--- config.mk ---
export PLATFORM = sky130hd
export DESIGN_NAME = imem_loader_flat
export DESIGN_NICKNAME = d
export VERILOG_FILES = /design/src/rtl/imem_loader_pkg.sv /design/src/rtl/imem_loader_if.sv /design/src/rtl/imem_loader.sv /design/src/flat_wrapper.sv
export SDC_FILE = /design/constraint.sdc
export NUM_CORES = 1
export LEC_CHECK = 0
export ABC_AREA = 1
export CAP_MARGIN = 20
export CORE_UTILIZATION = 45
export DETAILED_ROUTE_END_ITERATION = 8
export GPL_ROUTABILITY_DRIVEN = 0
export PLACE_DENSITY = 0.75
export RECOVER_POWER = 25
export SLEW_MARGIN = 20
export SYNTH_ARGS = -nofsm -noshare
export SYNTH_HDL_FRONTEND = slang
export SYNTH_SLANG_ARGS = --single-unit
--- constraint.sdc ---
create_clock -name clock -period 1.15 [get_ports clock]
set_input_delay 0.1725 -clock clock [delete_from_list [all_inputs] [get_ports clock]]
set_output_delay 0.1725 -clock clock [all_outputs]
set_load 0.05 [all_outputs]
--- src/rtl/imem_loader_pkg.sv ---
// ---------------------------------------------------------------------------
// imem_loader_pkg
// Shared definitions for the program loader and the CPU/memory top level:
// instruction memory geometry, loader state encoding and small state-decode
// helpers used to build the registered handshake/status outputs.
// ---------------------------------------------------------------------------
package imem_loader_pkg;

  // Instruction memory geometry, shared with the CPU and the memories.
  localparam int IM_ADDR_W = 8;
  localparam int IM_DATA_W = 16;

  typedef enum logic [2:0] {
    S_IDLE  = 3'd0,
    S_LEN   = 3'd1,
    S_HI    = 3'd2,
    S_LO    = 3'd3,
    S_WRITE = 3'd4,
    S_CSUM  = 3'd5,
    S_START = 3'd6,
    S_DONE  = 3'd7
  } loaderState_e;

  // States in which the loader consumes a byte from the receiver.
  function automatic logic acceptsByte(input loaderState_e s);
    return (s == S_LEN) || (s == S_HI) || (s == S_LO) || (s == S_CSUM);
  endfunction

  // Every state except the two resting states belongs to an active load.
  function automatic logic isBusy(input loaderState_e s);
    return (s != S_IDLE) && (s != S_DONE);
  endfunction

endpackage

--- src/rtl/imem_loader_if.sv ---
// ---------------------------------------------------------------------------
// imem_loader_if
// Bundles the byte-stream handshake from the serial receiver and the
// instruction-memory write bus driven by the loader.
//   rx_data/rx_valid/rx_ready : byte stream, transfer when valid && ready
//   i_we/IM_addr/i_dataout    : instruction memory write port
// Modports:
//   master : the loader's view (drives rx_ready and the write bus)
//   slave  : the environment's view (drives the byte stream)
// ---------------------------------------------------------------------------
interface imem_loader_if
  import imem_loader_pkg::*;
#(
  parameter int ADDR_W = IM_ADDR_W,
  parameter int DATA_W = IM_DATA_W
);

  logic [7:0]        rx_data;
  logic              rx_valid;
  logic              rx_ready;
  logic              i_we;
  logic [ADDR_W-1:0] IM_addr;
  logic [DATA_W-1:0] i_dataout;

  modport master (
    input  rx_data, rx_valid,
    output rx_ready, i_we, IM_addr, i_dataout
  );

  modport slave (
    output rx_data, rx_valid,
    input  rx_ready, i_we, IM_addr, i_dataout
  );

endinterface

--- src/rtl/imem_loader.sv ---
// ---------------------------------------------------------------------------
// imem_loader
// Program-load stage ahead of the CPU. Receives a length byte followed by
// 16-bit words (high byte first), writes each word into instruction memory
// starting at START_ADDR, then pulses the CPU start input once.
// The instruction memory address mux (loader address while i_we is high,
// PC otherwise) lives in the top level, not here.
//
// Ports:
//   clock     : system clock, rising edge
//   reset     : synchronous, active-high
//   load_req  : one-cycle request to begin a load (ignored while busy)
//   bus       : imem_loader_if.master (byte stream in, memory write out)
//   start     : one-cycle CPU start pulse after a good load
//   busy      : load in progress
//   done      : last load completed successfully
//   error     : last load aborted on checksum mismatch
//
// Build option: define IMEM_LOADER_CHECKSUM_EN to expect a trailing XOR
// checksum byte over all data bytes; without it error is constant 0.
// ---------------------------------------------------------------------------
module imem_loader
  import imem_loader_pkg::*;
#(
  parameter int                ADDR_W     = IM_ADDR_W,
  parameter int                DATA_W     = IM_DATA_W,
  parameter logic [ADDR_W-1:0] START_ADDR = 8'h00
) (
  input  logic          clock,
  input  logic          reset,
  input  logic          load_req,
  imem_loader_if.master bus,
  output logic          start,
  output logic          busy,
  output logic          done,
  output logic          error
);

  loaderState_e      state_q, state_d;
  logic [ADDR_W-1:0] addr_q, addr_d;
  logic [DATA_W-1:0] word_q, word_d;
  logic [8:0]        remCount_q, remCount_d;
  logic              done_q, done_d;
  logic              rxReady_q;
  logic              we_q;
  logic              start_q;
  logic              busy_q;
  logic              byteTaken;
`ifdef IMEM_LOADER_CHECKSUM_EN
  logic [7:0]        csum_q, csum_d;
  logic              error_q, error_d;
`endif

  assign byteTaken = bus.rx_valid && rxReady_q;

  // Next-state logic. A length byte of zero encodes a full 256-word image,
  // so the remaining-word counter is one bit wider than a byte. The address
  // and counter advance on the edge that leaves WRITE, which keeps IM_addr
  // and i_dataout steady for the whole write cycle.
  always_comb begin
    state_d    = state_q;
    addr_d     = addr_q;
    word_d     = word_q;
    remCount_d = remCount_q;
    done_d     = done_q;
`ifdef IMEM_LOADER_CHECKSUM_EN
    csum_d     = csum_q;
    error_d    = error_q;
`endif
    case (state_q)
      S_IDLE, S_DONE: begin
        if (load_req) begin
          state_d = S_LEN;
          addr_d  = START_ADDR;
          done_d  = 1'b0;
`ifdef IMEM_LOADER_CHECKSUM_EN
          csum_d  = 8'h00;
          error_d = 1'b0;
`endif
        end
      end
      S_LEN: begin
        if (byteTaken) begin
          remCount_d = (bus.rx_data == 8'h00) ? 9'd256 : {1'b0, bus.rx_data};
          state_d    = S_HI;
        end
      end
      S_HI: begin
        if (byteTaken) begin
          word_d[15:8] = bus.rx_data;
`ifdef IMEM_LOADER_CHECKSUM_EN
          csum_d       = csum_q ^ bus.rx_data;
`endif
          state_d      = S_LO;
        end
      end
      S_LO: begin
        if (byteTaken) begin
          word_d[7:0] = bus.rx_data;
`ifdef IMEM_LOADER_CHECKSUM_EN
          csum_d      = csum_q ^ bus.rx_data;
`endif
          state_d     = S_WRITE;
        end
      end
      S_WRITE: begin
        addr_d     = addr_q + ADDR_W'(1);
        remCount_d = remCount_q - 9'd1;
        if (remCount_q != 9'd1) begin
          state_d = S_HI;
        end else begin
`ifdef IMEM_LOADER_CHECKSUM_EN
          state_d = S_CSUM;
`else
          state_d = S_START;
`endif
        end
      end
`ifdef IMEM_LOADER_CHECKSUM_EN
      S_CSUM: begin
        if (byteTaken) begin
          if (bus.rx_data == csum_q) begin
            state_d = S_START;
          end else begin
            state_d = S_DONE;
            error_d = 1'b1;
          end
        end
      end
`endif
      S_START: begin
        state_d = S_DONE;
        done_d  = 1'b1;
      end
      default: state_d = S_IDLE;
    endcase
  end

  // State and output registers. Handshake and strobe outputs are decoded
  // from the next state so they are clean flops aligned with the state.
  always_ff @(posedge clock) begin
    if (reset) begin
      state_q    <= S_IDLE;
      addr_q     <= START_ADDR;
      word_q     <= '0;
      remCount_q <= '0;
      done_q     <= 1'b0;
      rxReady_q  <= 1'b0;
      we_q       <= 1'b0;
      start_q    <= 1'b0;
      busy_q     <= 1'b0;
`ifdef IMEM_LOADER_CHECKSUM_EN
      csum_q     <= 8'h00;
      error_q    <= 1'b0;
`endif
    end else begin
      state_q    <= state_d;
      addr_q     <= addr_d;
      word_q     <= word_d;
      remCount_q <= remCount_d;
      done_q     <= done_d;
      rxReady_q  <= acceptsByte(state_d);
      we_q       <= (state_d == S_WRITE);
      start_q    <= (state_d == S_START);
      busy_q     <= isBusy(state_d);
`ifdef IMEM_LOADER_CHECKSUM_EN
      csum_q     <= csum_d;
      error_q    <= error_d;
`endif
    end
  end

  assign bus.rx_ready  = rxReady_q;
  assign bus.i_we      = we_q;
  assign bus.IM_addr   = addr_q;
  assign bus.i_dataout = word_q;
  assign start         = start_q;
  assign busy          = busy_q;
  assign done          = done_q;
`ifdef IMEM_LOADER_CHECKSUM_EN
  assign error         = error_q;
`else
  assign error         = 1'b0;
`endif

endmodule

--- src/flat_wrapper.sv ---
// flat-port wrapper written by rule: the top's interface ports become plain ports
module imem_loader_flat import imem_loader_pkg::*;
#(
  parameter int                ADDR_W     = IM_ADDR_W,
  parameter int                DATA_W     = IM_DATA_W,
  parameter logic [ADDR_W-1:0] START_ADDR = 8'h00
)
  (clock, reset, load_req, start, busy, done, error, bus_rx_data, bus_rx_valid, bus_rx_ready, bus_i_we, bus_IM_addr, bus_i_dataout);
  imem_loader_if #(.ADDR_W(ADDR_W), .DATA_W(DATA_W)) bus_i ();
  input  logic clock;
  input  logic reset;
  input  logic load_req;
  output logic start;
  output logic busy;
  output logic done;
  output logic error;
  input wire logic [$bits(bus_i.rx_data)-1:0] bus_rx_data;
  input wire logic [$bits(bus_i.rx_valid)-1:0] bus_rx_valid;
  output wire logic [$bits(bus_i.rx_ready)-1:0] bus_rx_ready;
  output wire logic [$bits(bus_i.i_we)-1:0] bus_i_we;
  output wire logic [$bits(bus_i.IM_addr)-1:0] bus_IM_addr;
  output wire logic [$bits(bus_i.i_dataout)-1:0] bus_i_dataout;
  assign bus_i.rx_data = bus_rx_data;
  assign bus_i.rx_valid = bus_rx_valid;
  assign bus_rx_ready = bus_i.rx_ready;
  assign bus_i_we = bus_i.i_we;
  assign bus_IM_addr = bus_i.IM_addr;
  assign bus_i_dataout = bus_i.i_dataout;
  imem_loader #(.ADDR_W(ADDR_W), .DATA_W(DATA_W), .START_ADDR(START_ADDR)) u_core (.clock(clock), .reset(reset), .load_req(load_req), .bus(bus_i), .start(start), .busy(busy), .done(done), .error(error));
endmodule
==> results of run 1 <==
-- what timing repair did --
item | 4_1_cts | 5_1_grt
pin swaps | 17 | 29
endpoints found under the setup margin | 31 | 40
gates cloned | 2 | 1
resized for setup | 53 | 78
setup buffers | 3 | 4
-- cells in the final DEF, fill, tap and decap left out, types with 5 or more instances in the layout --
cell and instances:
a21oi_1 12, a21oi_2 8, buf_12 24, buf_4 30
buf_6 10, clkbuf_2 7, clkbuf_8 5, clkdlybuf4s50_1 10
dfxtp_1 28, dfxtp_2 7, dfxtp_4 6, inv_1 19
nand2_1 34, nand2_2 19, nand2_4 10, nand3_1 14
nor2_1 42, nor2_2 15, nor2_4 10, o21ai_1 12
o21ai_2 9
-- power groups by stage --
stage | clock network [W] | registers [W] | logic [W]
3_5_place_dp | 0 | 0.00153 | 0.000644
6_report | 0.000945 | 0.00151 | 0.000821
2_1_floorplan | 0 | 0.00160 | 0.000294
3_3_place_gp | 0 | 0.00153 | 0.000629
5_1_grt | 0.00100 | 0.00151 | 0.000869
4_1_cts | 0.000909 | 0.00151 | 0.000698
-- flip-flops by register name (all words and copies together) (netlist names), 3 cells and up --
| signal | count |
|---|---|
| u_core.bus.IM_addr | 8 |
| u_core.state_q | 3 |
| u_core.remCount_q | 9 |
| u_core.bus.i_dataout | 16 |
-- cells by family (layout without fill, tap and decap cells) --
kind of cell    Yosys count  after routing  share of synthesized area [%]
simple gates            159            161                           35.7
compound gates           49             49                           12.8
flops                    41             41                           41.5
buf+inv                  35            119                           7.85
fa+ha+maj                 3              3                           1.90
other cells               1              1                          0.190
-- per-stage QoR --
stage | setup WS, ns | TNS [ns] | cell area, um^2 | util (%) | cells
global placement | -0.311 | -8.59 | 3040 | 73.8 | 407
global route | -0.310 | -4.67 | 3470 | 84.3 | 424
CTS | -0.0458 | -0.217 | 3300 | 80.3 | 419
finish | -0.293 | -2.86 | 3470 | 84.3 | 424
floorplan | -0.125 | -0.284 | 2040 | - | 288
detailed placement | -0.350 | -9.77 | 3040 | 73.8 | 407
-- worst min path at each step --
stage                     depth (start not counted)                        to  slack (ns)
after floorplan                                   2   u_core.bus.i_dataout[1]        0.32
after global placement                            2      u_core.remCount_q[1]        0.51
after detailed placement                          2      u_core.remCount_q[0]        0.51
after CTS                                         2      u_core.remCount_q[3]        0.52
after global routing                              2  u_core.bus.i_dataout[10]        0.52
final                                             2  u_core.bus.i_dataout[10]        0.49
-- tightest hold or removal path, cell delays in order (launching register included) --
cell	delay, ns
dfxtp_1	0.33
nor2_1	0.05
nor2_1	0.08
-- per-layer routing --
layer	global-route usage, %	vias up	wire (um)
li1	-	1108	-
met1	33.7	1163	2890
met2	47.1	182	3760
met3	5.83	46	673
met4	12.2	0	334
met5	0	-	0
-- cell type report --
type / instances / area, um^2 / area share, %
multi-input cells: 214 / 1380 / 39.8
repair inverters: 1 / 6.26 / 0.180
repair buffers: 82 / 962 / 27.7
well taps: 50 / 62.6 / 1.80
clock buffers: 8 / 80.1 / 2.31
inverters: 28 / 128 / 3.68
flip-flops and latches: 41 / 852 / 24.5
==> impl_metrics.json, run 1 <==
{
  "rr_worst_depth": 8,
  "holdWs_ns": 0.491,
  "vias": 2499,
  "slowest_stage": "dfxtp_4",
  "clk_latency_ns": 0.30,
  "grt_overflow_total": 0,
  "pwr-share-seq_pct": 46.0,
  "synthArstFlopShare_pct": 0,
  "violations": "setup timing",
  "htreeDepth": 2,
  "cp.arrival_ns": 1.67,
  "grt_max_degree": 26,
  "yosys_warnings": 0,
  "synthTopCellsByArea": "dfxtp_1, nor2_1, nand2_1",
  "dieArea_um2": 4660,
  "vias_per_cell": 5.89,
  "setup_ws_ns": -0.293,
  "status": "finished, violations left",
  "fin_nets": 388,
  "setup_violations": 37,
  "syn_area_um2": 1980,
  "min_path_type": "reg -> reg",
  "avgSynthCellArea_um2": 6.86,
  "drc_errors": 0,
  "finClkSkew_ns": 0.0104,
  "powerDensity_nw_per_um2": 943,
  "finalCritPeriodShare_pct": 126,
  "p_comb_share_pct": 25.1,
  "first_pass_iters": 8,
  "r2r-end": "u_core.remCount_q[7]",
  "finalHoldViolations": 0,
  "slowest_delay_ns": 0.37,
  "initial_core_util_pct": 48.0,
  "synthTopCellsByCount": "nor2_1, nand2_1, dfxtp_1",
  "dpl.hpwl_um": 4160,
  "swShare_pct": 32.4,
  "vdd_ir_drop_max_uv": 803,
  "synth-edff-count": 0,
  "yosysTopAreaCell": "dfxtp_1",
  "p_sw_w": 0.00106,
  "setup.worst_path.end_class": "register",
  "p_leak_nw": 1.50,
  "cp_num_buf_inv": 1,
  "crit_cells": 8,
  "worstPathRequired_ns": 1.38,
  "reg2reg_slack_ns": -0.29,
  "syn2layout_area_growth_pct": 75.6,
  "ant_nets": 0,
  "synth_top_cell_area_share_pct": 41.5,
  "fillerInstances": 189,
  "io_buffers": 40,
  "synth_nets": 303,
  "syn_inst": 288,
  "synth.distinct_cells": 28,
  "crit_end": "u_core.remCount_q[7]",
  "clockRootBuffer": "clkbuf_8",
  "cp_max_fo": 3,
  "cts_buffers": 5,
  "clock_sinks": 41,
  "maxCapViolCount": 0,
  "grt_pass1_vias": 2197,
  "cts_tree": "yes",
  "clk_pin_slew_ns": 0.08,
  "period_minus_slack_ns": 1.44,
  "pwr-share-clk_pct": 28.9,
  "slew_viol_final": 0,
  "ys_seq_area_share_pct": 41.5,
  "max_freq_ghz": 0.693,
  "grt_usage_pct": 27.9,
  "crit-reg2reg-launch": "u_core.state_q[0]",
  "start_kind": "register",
  "antenna_cells": 0,
  "crit_start": "u_core.state_q[0]",
  "grt_pass1_wl_um": 9620,
  "num_rows": 23,
  "io_pins": 42,
  "hp-start": "u_core.bus.i_dataout[10]",
  "drt_iter0_markers": 289,
  "core_area_um2": 4120,
  "finalPower_w": 0.00327,
  "drive_gt1_share_pct": 49.5,
  "yosysMostFrequentCell": "nor2_1",
  "die-height_um": 68.3,
  "cts_buffer_depth": 2,
  "die_w_um": 68.3,
  "p_int_w": 0.00221,
  "ys.flop_type": "dfxtp_1",
  "totalWireLength_um": 7660,
  "wl_per_cell_um": 18.1,
  "postCtsHoldBufs": 0,
  "cp_top_family": "simple AND/OR/NAND/NOR gates",
  "path_cells": "nor2_4 > buf_4 > nand3_1 > nor2_2 > nand3_1 > nand2_1 > nor2_1 > nor2_1",
  "critPathKind": "reg -> reg",
  "synth-seq-cells": 41,
  "rsz0062_at_grt": "yes",
  "antenna_found_initial": 0
}
(Power assumes the default switching activity.)
==> run 2, diff against run 1 <==
CTS_CLUSTER_DIAMETER = 200   (was not set)
==> results of run 2 <==
The final DEF is identical to that of run 1; final timing and power are the same.
==> run 3, diff against run 2 <==
clock period = 1.2 ns   (was 1.15 ns; I/O delays follow)
==> impl_metrics.json, run 3 (same netlist as run 1, synthesis figures left out) <==
{
  "cp_top_family": "flip-flops",
  "min_path_type": "reg -> reg",
  "holdWs_ns": 0.515,
  "drt_iter0_markers": 149,
  "dieArea_um2": 4660,
  "totalWireLength_um": 6240,
  "finClkSkew_ns": 0.00527,
  "cp_max_fo": 4,
  "setup.worst_path.end_class": "register",
  "setup_violations": 21,
  "cts_buffers": 5,
  "cpMostUsedCell": "buf_4",
  "postCtsHoldBufs": 0,
  "powerDensity_nw_per_um2": 970,
  "io_pins": 42,
  "grt_overflow_total": 0,
  "die_w_um": 68.3,
  "hp-start": "u_core.remCount_q[1]",
  "antenna_found_initial": 0,
  "htreeDepth": 2,
  "critPathKind": "reg -> reg",
  "syn2layout_area_growth_pct": 71.6,
  "max_freq_ghz": 0.778,
  "clockRootBuffer": "clkbuf_8",
  "violations": "setup timing",
  "num_rows": 23,
  "die-height_um": 68.3,
  "slowest_delay_ns": 0.37,
  "vdd_ir_drop_max_uv": 879,
  "cp.arrival_ns": 1.49,
  "initial_core_util_pct": 48.0,
  "final_cell_mix": "nor2_1, nand2_1, buf_4",
  "grt_max_degree": 19,
  "p_leak_nw": 1.45,
  "crit-reg2reg-launch": "u_core.state_q[2]",
  "worstPathRequired_ns": 1.40,
  "dpl.hpwl_um": 3970,
  "period_minus_slack_ns": 1.29,
  "vias": 2260,
  "grt_pass1_wl_um": 9230,
  "finalHoldViolations": 0,
  "rsz0062_at_grt": "yes",
  "io_buffers": 40,
  "clk_pin_slew_ns": 0.09,
  "utilization_pct": 82.4,
  "cts_tree": "yes",
  "antenna_cells": 0,
  "largest_register_ffs": 16,
  "setup_ws_ns": -0.0853,
  "slowest_stage": "dfxtp_4",
  "first_pass_iters": 4,
  "maxCapViolCount": 0,
  "grt_usage_pct": 27.1,
  "fin_nets": 385,
  "wl_per_cell_um": 14.8,
  "path_cells": "buf_6 > buf_4 > nand4_1 > buf_4 > nand3_1 > nor2_1 > a21oi_2",
  "clock_sinks": 41,
  "dp.cells": 407,
  "finalCritPeriodShare_pct": 107,
  "status": "finished, violations left",
  "cp_num_buf_inv": 3,
  "drive_gt1_share_pct": 39.9,
  "cts_buffer_depth": 2,
  "layout_commonest_cell": "nor2_1",
  "grt_pass1_vias": 2024,
  "drc_errors": 0,
  "core_area_um2": 4120,
  "finalNonFillerCells": 421,
  "slew_viol_final": 0,
  "crit_start": "u_core.state_q[2]",
  "vias_per_cell": 5.37,
  "clk_latency_ns": 0.31,
  "ant_nets": 0,
  "start_kind": "register"
}
==> run 3: worst paths after layout <==
check | cells after the start | slack, ns | endpoint
setup / recovery | 7 | -0.09 | u_core.busy
hold / removal | 2 | 0.52 | u_core.remCount_q[1]
setup reg to reg | 7 | -0.09 | u_core.busy
hold reg to reg | 2 | 0.52 | u_core.remCount_q[1]
==> run 3: final cells by class <==
cell class	count	area (um^2)
Clock buffer	7	108
Clock inverter	1	6.26
Fill cell	227	723
Inverter	28	123
Multi-Input combinational cell	213	1190
Sequential cell	41	851
Tap cell	50	62.6
Timing Repair Buffer	80	1040
Timing Repair inverter	1	3.75
==> run 3: metrics by stage <==
stage | setup TNS, ns | total power (W) | instance area (um^2) | setup slack (ns)
global route | -2.47 | 0.00342 | 3390 | -0.136
finish | -0.627 | 0.00329 | 3390 | -0.0853
CTS | -0.0418 | 0.00321 | 3260 | -0.0277
global placement | -6.57 | 0.00205 | 3020 | -0.249
detailed placement | -8.14 | 0.00206 | 3020 | -0.317
floorplan | -0.132 | 0.00180 | 2020 | -0.0752
==> run 3: worst min-delay path: cells and delay by family, from the launching register on <==
kind / cells / cell delay [ns]
flip-flops: 1 / 0.34
AO/OA/AOI/OAI: 1 / 0.07
AND/OR/NAND/NOR: 1 / 0.06
==> run 3: timing repair <==
item | 4_1_cts | 5_1_grt
resized for setup | 34 | 37
setup endpoints to repair | 25 | 39
cloned | 2 | 0
hold endpoints to repair | 0 | 0
setup buffers | 2 | 2
pin swaps | 16 | 17
==> run 3: layer usage <==
metal  GRT usage (%)  up-vias  wire length (um)
met3            5.67       19               350
li1                -     1097                 -
met4            10.2        0               150
met1            31.6     1052              2570
met5               0        -                 0
met2            48.2       92              3170
==> run 3: where the power goes <==
part / switching (W) / internal (W) / leakage (nW)
Clock: 0.000536 / 0.000595 / 0.0599
Combinational: 0.000410 / 0.000305 / 1.05
Sequential: 0.0000486 / 0.00140 / 0.339
Total: 0.000994 / 0.00230 / 1.45
